<file path="src/rtl/ace_mem_pkg.sv">
// Shared types and constants for the two-port memory arbiter.
// FSM encoding, requester port ids and the default bus timeout.
package ace_mem_pkg;

  typedef enum logic [1:0] {
    ST_IDLE  = 2'd0,
    ST_GRANT = 2'd1,
    ST_DONE  = 2'd2
  } state_t;

  localparam logic PORT_I = 1'b0;
  localparam logic PORT_D = 1'b1;

  localparam int TIMEOUT_DEF = 255;

endpackage

</file>
<file path="src/rtl/mem_arbiter_if.sv">
// Bus bundle for the arbiter: fetch port, data port and memory port.
// master = arbiter side, slave = requesters plus memory.
interface mem_arbiter_if #(
  parameter int AW = 32,
  parameter int DW = 32
);
  logic              if_req;
  logic [AW-1:0]     if_addr;
  logic              if_ack;
  logic [DW-1:0]     if_rdata;
  logic              if_err;
  logic              d_req;
  logic              d_we;
  logic [DW/8-1:0]   d_be;
  logic [AW-1:0]     d_addr;
  logic [DW-1:0]     d_wdata;
  logic              d_ack;
  logic [DW-1:0]     d_rdata;
  logic              d_err;
  logic              mem_req;
  logic              mem_we;
  logic [DW/8-1:0]   mem_be;
  logic [AW-1:0]     mem_addr;
  logic [DW-1:0]     mem_wdata;
  logic              mem_ack;
  logic [DW-1:0]     mem_rdata;
  logic              busy;

  modport master (
    input  if_req, if_addr,
    input  d_req, d_we, d_be, d_addr, d_wdata,
    input  mem_ack, mem_rdata,
    output if_ack, if_rdata, if_err,
    output d_ack, d_rdata, d_err,
    output mem_req, mem_we, mem_be,
    output mem_addr, mem_wdata, busy
  );

  modport slave (
    output if_req, if_addr,
    output d_req, d_we, d_be, d_addr, d_wdata,
    output mem_ack, mem_rdata,
    input  if_ack, if_rdata, if_err,
    input  d_ack, d_rdata, d_err,
    input  mem_req, mem_we, mem_be,
    input  mem_addr, mem_wdata, busy
  );

endinterface

</file>
<file path="src/rtl/mem_arbiter_rr_arb2.sv">
// Two-way combinational picker for the memory arbiter.
// Ties go to D under PRIO_D, otherwise to the port not granted last.
module rr_arb2
  import ace_mem_pkg::*;
#(
  parameter int PRIO_D = 0
) (
  input  logic [1:0] req,
  input  logic       last_grant,
  output logic [1:0] gnt
);

  logic pick_d;

  always_comb begin
    pick_d = 1'b0;
    unique case (1'b1)
      (req == 2'b11):
        pick_d = (PRIO_D != 0) || (last_grant == PORT_I);
      (req == 2'b10):
        pick_d = 1'b1;
      default:
        pick_d = 1'b0;
    endcase
    gnt         = 2'b00;
    gnt[PORT_D] = pick_d;
    gnt[PORT_I] = req[PORT_I] & ~pick_d;
  end

endmodule

</file>
<file path="src/rtl/mem_arbiter.sv">
// Shares one memory port between fetch (I) and data (D) requesters.
// IDLE -> GRANT -> DONE, with bus timeout and registered acks.
module mem_arbiter
  import ace_mem_pkg::*;
#(
  parameter int AW      = 32,
  parameter int DW      = 32,
  parameter int PRIO_D  = 0,
  parameter int TIMEOUT = TIMEOUT_DEF
) (
  input  logic          clk,
  input  logic          reset,
  mem_arbiter_if.master bus
);

  localparam int BW = DW / 8;
  localparam int CW = (TIMEOUT > 0) ? $clog2(TIMEOUT + 1) : 1;
  localparam int TL = (TIMEOUT > 0) ? TIMEOUT - 1 : 0;
  localparam logic [CW-1:0] CNT_LAST = TL[CW-1:0];
  localparam bit TO_EN = (TIMEOUT > 0);

  state_t          state_q, state_d;
  logic [CW-1:0]   cnt_q, cnt_d;
  logic            last_q, last_d;
  logic            sel_q, sel_d;
  logic            mem_req_q, mem_req_d;
  logic            mem_we_q, mem_we_d;
  logic [BW-1:0]   mem_be_q, mem_be_d;
  logic [AW-1:0]   mem_addr_q, mem_addr_d;
  logic [DW-1:0]   mem_wdata_q, mem_wdata_d;
  logic            if_ack_q, if_ack_d;
  logic [DW-1:0]   if_rdata_q, if_rdata_d;
  logic            if_err_q, if_err_d;
  logic            d_ack_q, d_ack_d;
  logic [DW-1:0]   d_rdata_q, d_rdata_d;
  logic            d_err_q, d_err_d;
  logic [1:0]      gnt;
  logic            timeout;
  logic [DW-1:0]   rsp_data;
  logic            rsp_err;

  rr_arb2 #(
    .PRIO_D(PRIO_D)
  ) u_pick (
    .req       ({bus.d_req, bus.if_req}),
    .last_grant(last_q),
    .gnt       (gnt)
  );

  assign timeout = TO_EN && (cnt_q == CNT_LAST);

  always_comb begin
    state_d     = state_q;
    cnt_d       = cnt_q;
    last_d      = last_q;
    sel_d       = sel_q;
    mem_req_d   = mem_req_q;
    mem_we_d    = mem_we_q;
    mem_be_d    = mem_be_q;
    mem_addr_d  = mem_addr_q;
    mem_wdata_d = mem_wdata_q;
    if_ack_d    = 1'b0;
    if_rdata_d  = if_rdata_q;
    if_err_d    = if_err_q;
    d_ack_d     = 1'b0;
    d_rdata_d   = d_rdata_q;
    d_err_d     = d_err_q;
    // Writes and timeouts both return zero data.
    rsp_err     = ~bus.mem_ack;
    rsp_data    = (bus.mem_ack && !mem_we_q) ? bus.mem_rdata : '0;
    unique case (state_q)
      ST_IDLE: begin
        if (|gnt) begin
          state_d   = ST_GRANT;
          mem_req_d = 1'b1;
          cnt_d     = '0;
          sel_d     = gnt[PORT_D];
          last_d    = gnt[PORT_D];
          if (gnt[PORT_D]) begin
            mem_we_d    = bus.d_we;
            mem_be_d    = bus.d_we ? bus.d_be : '1;
            mem_addr_d  = bus.d_addr;
            mem_wdata_d = bus.d_wdata;
          end else begin
            mem_we_d    = 1'b0;
            mem_be_d    = '1;
            mem_addr_d  = bus.if_addr;
            mem_wdata_d = '0;
          end
        end
      end
      ST_GRANT: begin
        if (bus.mem_ack || timeout) begin
          state_d   = ST_DONE;
          mem_req_d = 1'b0;
          cnt_d     = '0;
          if (sel_q == PORT_D) begin
            d_ack_d   = 1'b1;
            d_rdata_d = rsp_data;
            d_err_d   = rsp_err;
          end else begin
            if_ack_d   = 1'b1;
            if_rdata_d = rsp_data;
            if_err_d   = rsp_err;
          end
        end else if (TO_EN) begin
          cnt_d = cnt_q + 1'b1;
        end
      end
      ST_DONE: state_d = ST_IDLE;
      default: state_d = ST_IDLE;
    endcase
  end

  always_ff @(posedge clk or negedge reset) begin
    if (!reset) begin
      state_q     <= ST_IDLE;
      cnt_q       <= '0;
      last_q      <= PORT_D;
      sel_q       <= PORT_I;
      mem_req_q   <= 1'b0;
      mem_we_q    <= 1'b0;
      mem_be_q    <= '0;
      mem_addr_q  <= '0;
      mem_wdata_q <= '0;
      if_ack_q    <= 1'b0;
      if_rdata_q  <= '0;
      if_err_q    <= 1'b0;
      d_ack_q     <= 1'b0;
      d_rdata_q   <= '0;
      d_err_q     <= 1'b0;
    end else begin
      state_q     <= state_d;
      cnt_q       <= cnt_d;
      last_q      <= last_d;
      sel_q       <= sel_d;
      mem_req_q   <= mem_req_d;
      mem_we_q    <= mem_we_d;
      mem_be_q    <= mem_be_d;
      mem_addr_q  <= mem_addr_d;
      mem_wdata_q <= mem_wdata_d;
      if_ack_q    <= if_ack_d;
      if_rdata_q  <= if_rdata_d;
      if_err_q    <= if_err_d;
      d_ack_q     <= d_ack_d;
      d_rdata_q   <= d_rdata_d;
      d_err_q     <= d_err_d;
    end
  end

  assign bus.mem_req   = mem_req_q;
  assign bus.mem_we    = mem_we_q;
  assign bus.mem_be    = mem_be_q;
  assign bus.mem_addr  = mem_addr_q;
  assign bus.mem_wdata = mem_wdata_q;
  assign bus.if_ack    = if_ack_q;
  assign bus.if_rdata  = if_rdata_q;
  assign bus.if_err    = if_err_q;
  assign bus.d_ack     = d_ack_q;
  assign bus.d_rdata   = d_rdata_q;
  assign bus.d_err     = d_err_q;
  assign bus.busy      = (state_q != ST_IDLE);

endmodule
</file>
<file path="src/flat_wrapper.sv">
// flat-port wrapper written by rule: the top's interface ports become plain ports
module mem_arbiter_flat import ace_mem_pkg::*;
#(
  parameter int AW      = 32,
  parameter int DW      = 32,
  parameter int PRIO_D  = 0,
  parameter int TIMEOUT = TIMEOUT_DEF
)
  (clk, reset, bus_if_req, bus_if_addr, bus_d_req, bus_d_we, bus_d_be, bus_d_addr, bus_d_wdata, bus_mem_ack, bus_mem_rdata, bus_if_ack, bus_if_rdata, bus_if_err, bus_d_ack, bus_d_rdata, bus_d_err, bus_mem_req, bus_mem_we, bus_mem_be, bus_mem_addr, bus_mem_wdata, bus_busy);
  mem_arbiter_if #(.AW(AW), .DW(DW)) bus_i ();
  input  logic clk;
  input  logic reset;
  input wire logic [$bits(bus_i.if_req)-1:0] bus_if_req;
  input wire logic [$bits(bus_i.if_addr)-1:0] bus_if_addr;
  input wire logic [$bits(bus_i.d_req)-1:0] bus_d_req;
  input wire logic [$bits(bus_i.d_we)-1:0] bus_d_we;
  input wire logic [$bits(bus_i.d_be)-1:0] bus_d_be;
  input wire logic [$bits(bus_i.d_addr)-1:0] bus_d_addr;
  input wire logic [$bits(bus_i.d_wdata)-1:0] bus_d_wdata;
  input wire logic [$bits(bus_i.mem_ack)-1:0] bus_mem_ack;
  input wire logic [$bits(bus_i.mem_rdata)-1:0] bus_mem_rdata;
  output wire logic [$bits(bus_i.if_ack)-1:0] bus_if_ack;
  output wire logic [$bits(bus_i.if_rdata)-1:0] bus_if_rdata;
  output wire logic [$bits(bus_i.if_err)-1:0] bus_if_err;
  output wire logic [$bits(bus_i.d_ack)-1:0] bus_d_ack;
  output wire logic [$bits(bus_i.d_rdata)-1:0] bus_d_rdata;
  output wire logic [$bits(bus_i.d_err)-1:0] bus_d_err;
  output wire logic [$bits(bus_i.mem_req)-1:0] bus_mem_req;
  output wire logic [$bits(bus_i.mem_we)-1:0] bus_mem_we;
  output wire logic [$bits(bus_i.mem_be)-1:0] bus_mem_be;
  output wire logic [$bits(bus_i.mem_addr)-1:0] bus_mem_addr;
  output wire logic [$bits(bus_i.mem_wdata)-1:0] bus_mem_wdata;
  output wire logic [$bits(bus_i.busy)-1:0] bus_busy;
  assign bus_i.if_req = bus_if_req;
  assign bus_i.if_addr = bus_if_addr;
  assign bus_i.d_req = bus_d_req;
  assign bus_i.d_we = bus_d_we;
  assign bus_i.d_be = bus_d_be;
  assign bus_i.d_addr = bus_d_addr;
  assign bus_i.d_wdata = bus_d_wdata;
  assign bus_i.mem_ack = bus_mem_ack;
  assign bus_i.mem_rdata = bus_mem_rdata;
  assign bus_if_ack = bus_i.if_ack;
  assign bus_if_rdata = bus_i.if_rdata;
  assign bus_if_err = bus_i.if_err;
  assign bus_d_ack = bus_i.d_ack;
  assign bus_d_rdata = bus_i.d_rdata;
  assign bus_d_err = bus_i.d_err;
  assign bus_mem_req = bus_i.mem_req;
  assign bus_mem_we = bus_i.mem_we;
  assign bus_mem_be = bus_i.mem_be;
  assign bus_mem_addr = bus_i.mem_addr;
  assign bus_mem_wdata = bus_i.mem_wdata;
  assign bus_busy = bus_i.busy;
  mem_arbiter #(.AW(AW), .DW(DW), .PRIO_D(PRIO_D), .TIMEOUT(TIMEOUT)) u_core (.clk(clk), .reset(reset), .bus(bus_i));
endmodule
</file>
<file path="config.mk">
export PLATFORM = sky130hd
export DESIGN_NAME = mem_arbiter_flat
export DESIGN_NICKNAME = d
export VERILOG_FILES = /design/src/rtl/ace_mem_pkg.sv /design/src/rtl/mem_arbiter_if.sv /design/src/rtl/mem_arbiter_rr_arb2.sv /design/src/rtl/mem_arbiter.sv /design/src/flat_wrapper.sv
export SDC_FILE = /design/constraint.sdc
export NUM_CORES = 1
export LEC_CHECK = 0
export CAP_MARGIN = 5
export CORE_MARGIN = 5
export CORE_UTILIZATION = 41
export DETAILED_ROUTE_END_ITERATION = 12
export GPL_ROUTABILITY_DRIVEN = 0
export MAX_ROUTING_LAYER = met4
export PLACE_DENSITY = 0.88
export SETUP_SLACK_MARGIN = 0.05
export SLEW_MARGIN = 20
export SYNTH_ARGS = -nofsm -noshare
export SYNTH_HDL_FRONTEND = slang
export SYNTH_SLANG_ARGS = --single-unit
</file>
<file path="constraint.sdc">
create_clock -name clk -period 1.83 [get_ports clk]
set_input_delay 0.549 -clock clk [delete_from_list [all_inputs] [get_ports clk]]
set_output_delay 0.549 -clock clk [all_outputs]
set_load 0.03 [all_outputs]
</file>
* Word-level counts from Yosys, hierarchy flattened
Cells that the tools add are included.
** Word-level totals
- Register bits :: 150
- Output and inout bits :: 139
- Word-level logic and storage cells :: 62
** Operators by class
- Add/subtract/negate cells :: 1
- Eq/ne operators :: 6
- Multiplexer cells :: 22
- Bitwise logic cells :: 5
- Reductions and logical operators :: 13
** Operators by type and width (count)
- $mux W32 :: 3
- $mux W8 :: 2
- $pmux W8 S2 :: 1
- $mux W1 :: 9
- $reduce_and A3 Y1 :: 3
- $add A8 B1 Y8 const B :: 1
- $eq A8 B8 Y1 const B :: 1
- $mux W4 :: 2
- $reduce_and A2 Y1 :: 3
- $eq A2 B2 Y1 const B :: 2
- $mux W2 :: 2
- $ne A2 B1 Y1 const B :: 2
- $not A1 Y1 :: 4
- $pmux W1 S2 :: 2
- $pmux W2 S2 :: 1
- $reduce_bool A2 Y1 :: 2
- $eq A2 B1 Y1 const B :: 1
- $logic_not A2 Y1 :: 1
- $reduce_or A2 Y1 :: 1
- $and A1 B1 Y1 :: 1
- $logic_and A1 B1 Y1 :: 1
- $logic_not A1 Y1 :: 1
- $logic_or A1 B1 Y1 :: 1

* Depth between registers and ports, before layout
- Word-level depth :: 7
- Mapped depth :: 7
- Mapped depth without buffers :: 6

* Hierarchy
A second synthesis with hierarchy kept.
** Unflattened totals
- Cell total of the unflattened synthesis :: 452
- Area total of the unflattened synthesis :: 5824.3 um2
** By module, submodules not included
- mem_arbiter :: times used 1, cells an instance 448, area each 5798.1 um2
- rr_arb2 :: times used 1, cells an instance 4, area each 26.3 um2

* Worst setup path before layout
No wires, ideal clock.
- Path kind :: register to register
- From :: register u_core.cnt_q[0]
- To :: register u_core.cnt_q[3]
- Setup time :: 0.076 ns
- Arrival time :: 1.591 ns
- Data required time :: 1.754 ns
- Setup slack :: 0.162 ns
- Cell stages (with the launch flop) :: 7
- Clock period less this slack :: 1.668 ns
- Cells stage by stage :: dfrtp_1 inv_1 ha_1 and3_1 a211o_1 or4_1 o21ai_1
** On the way
- Word-level cells in the longest chain between the ends :: 4
** RTL lines
- from (decl) :: line mem_arbiter.sv:23 : logic [CW-1:0] cnt_q, cnt_d;
- from (signal assigned) :: line mem_arbiter.sv:134 : cnt_q <= cnt_d;
- branches (longest 2 deep; another with $add A8 B1 Y8)
- $mux W8 * :: line mem_arbiter.sv:93 : if (bus.mem_ack || timeout) begin
- $pmux W8 S2 * :: line mem_arbiter.sv:71 : unique case (state_q)
Mark *: on every way between the ends.
A chain may end at the register's enable or synchronous reset.

* Final worst setup path
- From :: register u_core.mem_wdata_q[29], in the netlist u_core.bus.mem_wdata[29]
- To :: output bus_mem_wdata[29]
** RTL lines
- from (decl) :: line mem_arbiter.sv:30 : logic [DW-1:0] mem_wdata_q, mem_wdata_d;
- from (signal assigned) :: line mem_arbiter.sv:141 : mem_wdata_q <= mem_wdata_d;
- to (decl) :: line flat_wrapper.sv:32 : output wire logic [$bits(bus_i.mem_wdata)-1:0] bus_mem_wdata;
No word-level cell between the ends.

==> results.toml <==
[yosys]
ys_warn_count = 0
synthMuxAreaShare_pct = 5.39
netlist_area_um2 = 5940
synthAdderAreaFrac_pct = 0.421
synth_sequential_area_ratio_pct = 63.2
synth-compound-area-share_pct = 21.6
async_reset_ff_share_pct = 100
synth_top_family_by_area = "compound AO/OA/AOI/OAI gates"
synth-simple-area-share_pct = 5.62
synth_edf_count = 0
synthXorXnorAreaFrac_pct = 0.147
synth_fp_nets = 604
synth_cell_type_count = 40
syn_inst = 464
ys_ff_latch = 150
synth.avg_cell_area_um2 = 12.8
yosys_most_used_dff = "dfrtp_1"

[setup_path]
crit_path_start_kind = "flip-flop"
cpPeakStageDelay_ns = 0.43
cp_max_fo = 2
cp_cell_sequence = "dlygate4sd2_1"
crit_type = "reg2out"
path_buf_inv = 1
cp_top_family = "buffers and inverters"
critical_path_arrival_ns = 1.21
cp.depth = 1
reg2regPathDepth = 6
endpoint_kind = "output port"
crit_slowest_cell = "dlygate4sd2_1"
cp.required_ns = 1.28

[die]
io_pins = 277
die_h_um = 130
die_w_um = 130
initial_utilization_pct = 41.3
coreArea_um2 = 14400
die-area_um2 = 17000
row_count = 44

[timing]
fin_ws_ns = 0.0680
max_slew_margin_pct = 71.6
finalHoldViolCount = 0
skew_ns = 0.00965
max_freq_ghz = 0.568
setup_violations = 0
tightest_slew_ns = 0.426
rsz0062_at_grt = "yes"
period_share_pct = 96.3
period_needed_ns = 1.76
slew_viol_final = 0

[layout]
mostFrequentLayoutCells = "dfrtp_1 (149), clkdlybuf4s50_1 (135), dlygate4sd2_1 (93), a32o_1 (61), nand2_1 (44)"
multi_input_area_um2 = 2030
regArea_um2 = 3750
area_growth_pct = 61.0
drive_above_1_share_pct = 10.8
nFillCells = 1044
nets = 886
final_common_cell = "dfrtp_1"
diodes = 0

[clocking]
numCtsBuffers = 17
clock_sinks = 150
cts-htree-levels = 4
cts_tree = "yes"
clk_pin_slew_ns = 0.06
clock_path_buffers = 2
clock-root-buffer = "clkbuf_16"
insertion_delay_ns = 0.42

[routing]
drt-pass1-iter-count = 5
drc = 0
routed_wl_um = 19300
vias_per_cell = 5.49
avgRoutedWirePerCell_um = 20.5
drt_iter0_drc = 331
ant_nets = 0
vias = 5172

[global_route]
grt_max_degree = 54
grt_overflow_total = 0
grt_pass1_wl_um = 28900
grt_use_total_pct = 22.9
grt_pass1_vias = 5370
antenna_found_initial = 0

[placed_design]
post-place-ws_ns = -0.287
post-dp-hpwl_um = 14100
io_buffers = 276

[pwr]
p_leak_nw = 4.52
power.density_nw_per_um2 = 1890
peakVddDrop_mv = 0.883
power.total_mw = 18.0

[outcome]
status = "complete, no violations"

[worst_hold_path]
hold_path_class = "in2async"

[job]
drv_cap = 0
metrics by stage:
step | cells | hold slack, ns | util [%] | area [um^2] | TNS, ns
3_3_place_gp | 907 | 0.463 | 62.9 | 9040 | -11.91
2_1_floorplan | 464 | 0.253 | - | 5940 | 0
5_1_grt | 942 | 0.0626 | 66.6 | 9560 | 0
4_1_cts | 940 | 0.0476 | 66.3 | 9520 | 0
6_report | 942 | 0.0454 | 66.6 | 9560 | 0
3_5_place_dp | 907 | 0.470 | 62.9 | 9040 | -14.83
Yosys cell counts (all sizes together) (2+ instances only):
cell     count  share of area, %
a211o        2              0.29
a21o         5              0.63
a21oi        4              0.34
a22o        32               4.7
a31oi        3              0.32
a32o        61                10
and2         3              0.32
and3         2              0.21
buf         21               1.9
clkbuf      20               1.3
dfrtp      149                63
ha           2              0.42
inv          7              0.44
mux2i       32               5.4
nand2       44               2.8
nand3        4              0.34
nor2         7              0.48
nor3         3              0.25
o21ai       42               3.6
o22a         4              0.59
o2bb2ai      3              0.44
or3          2              0.21
per-layer routing:
metal | wire (um) | up-vias | track usage (%)
li1 | - | 2321 | -
met1 | 7030 | 2486 | 26.9
met2 | 9670 | 323 | 37.2
met3 | 2050 | 42 | 6.34
met4 | 529 | 0 | 9.62
met5 | 0 | - | -
flip-flops by register name, summed over array words and instances (netlist names), 2 cells and up:
| name | count |
|---|---|
| u_core.bus.mem_be | 4 |
| u_core.bus.mem_wdata | 32 |
| u_core.bus.if_rdata | 32 |
| u_core.bus.d_rdata | 32 |
| u_core.cnt_q | 8 |
| u_core.state_q | 2 |
| u_core.bus.mem_addr | 32 |
power breakdown:
group          total, mW  switching [mW]  internal, mW
combinational       8.73            5.47          3.26
sequential          5.74           0.918          4.83
clock               3.58            1.35          2.23
worst paths after layout:
path                                           from  slack, ns                       end
max                        u_core.bus.mem_wdata[29]       0.07         bus_mem_wdata[29]
min                                           reset       0.05   u_core.bus.if_rdata[15]
max reg2reg                         u_core.cnt_q[0]       0.13           u_core.cnt_q[3]
min reg2reg                  u_core.bus.mem_addr[2]       0.47    u_core.bus.mem_addr[2]
max in group asynchronous                     reset       1.17  u_core.bus.mem_wdata[23]
min in group clk             u_core.bus.mem_addr[2]       0.47    u_core.bus.mem_addr[2]
layout make-up:
class | count | area share, %
Sequential cell | 150 | 39.3
Clock buffer | 21 | 4.81
Tap cell | 184 | 2.41
Timing Repair Buffer | 303 | 30.5
Inverter | 7 | 0.275
Multi-Input combinational cell | 267 | 21.3
Clock inverter | 10 | 1.50
what timing repair did:
action                                  in CTS  in global routing
pin swaps                                    1                  1
buffers inserted                             1                  2
gates resized for setup                    152                 42
cloned                                       1                  0
hold buffers                                 0                  0
endpoints found under the setup margin     158                 72
cells by family after synthesis:
family / Yosys count
compound gates: 159
flops: 150
simple gates: 72
buf+inv: 48
mux: 32
fa+ha+maj: 2
xor+xnor: 1
(Power assumes the default switching activity.)
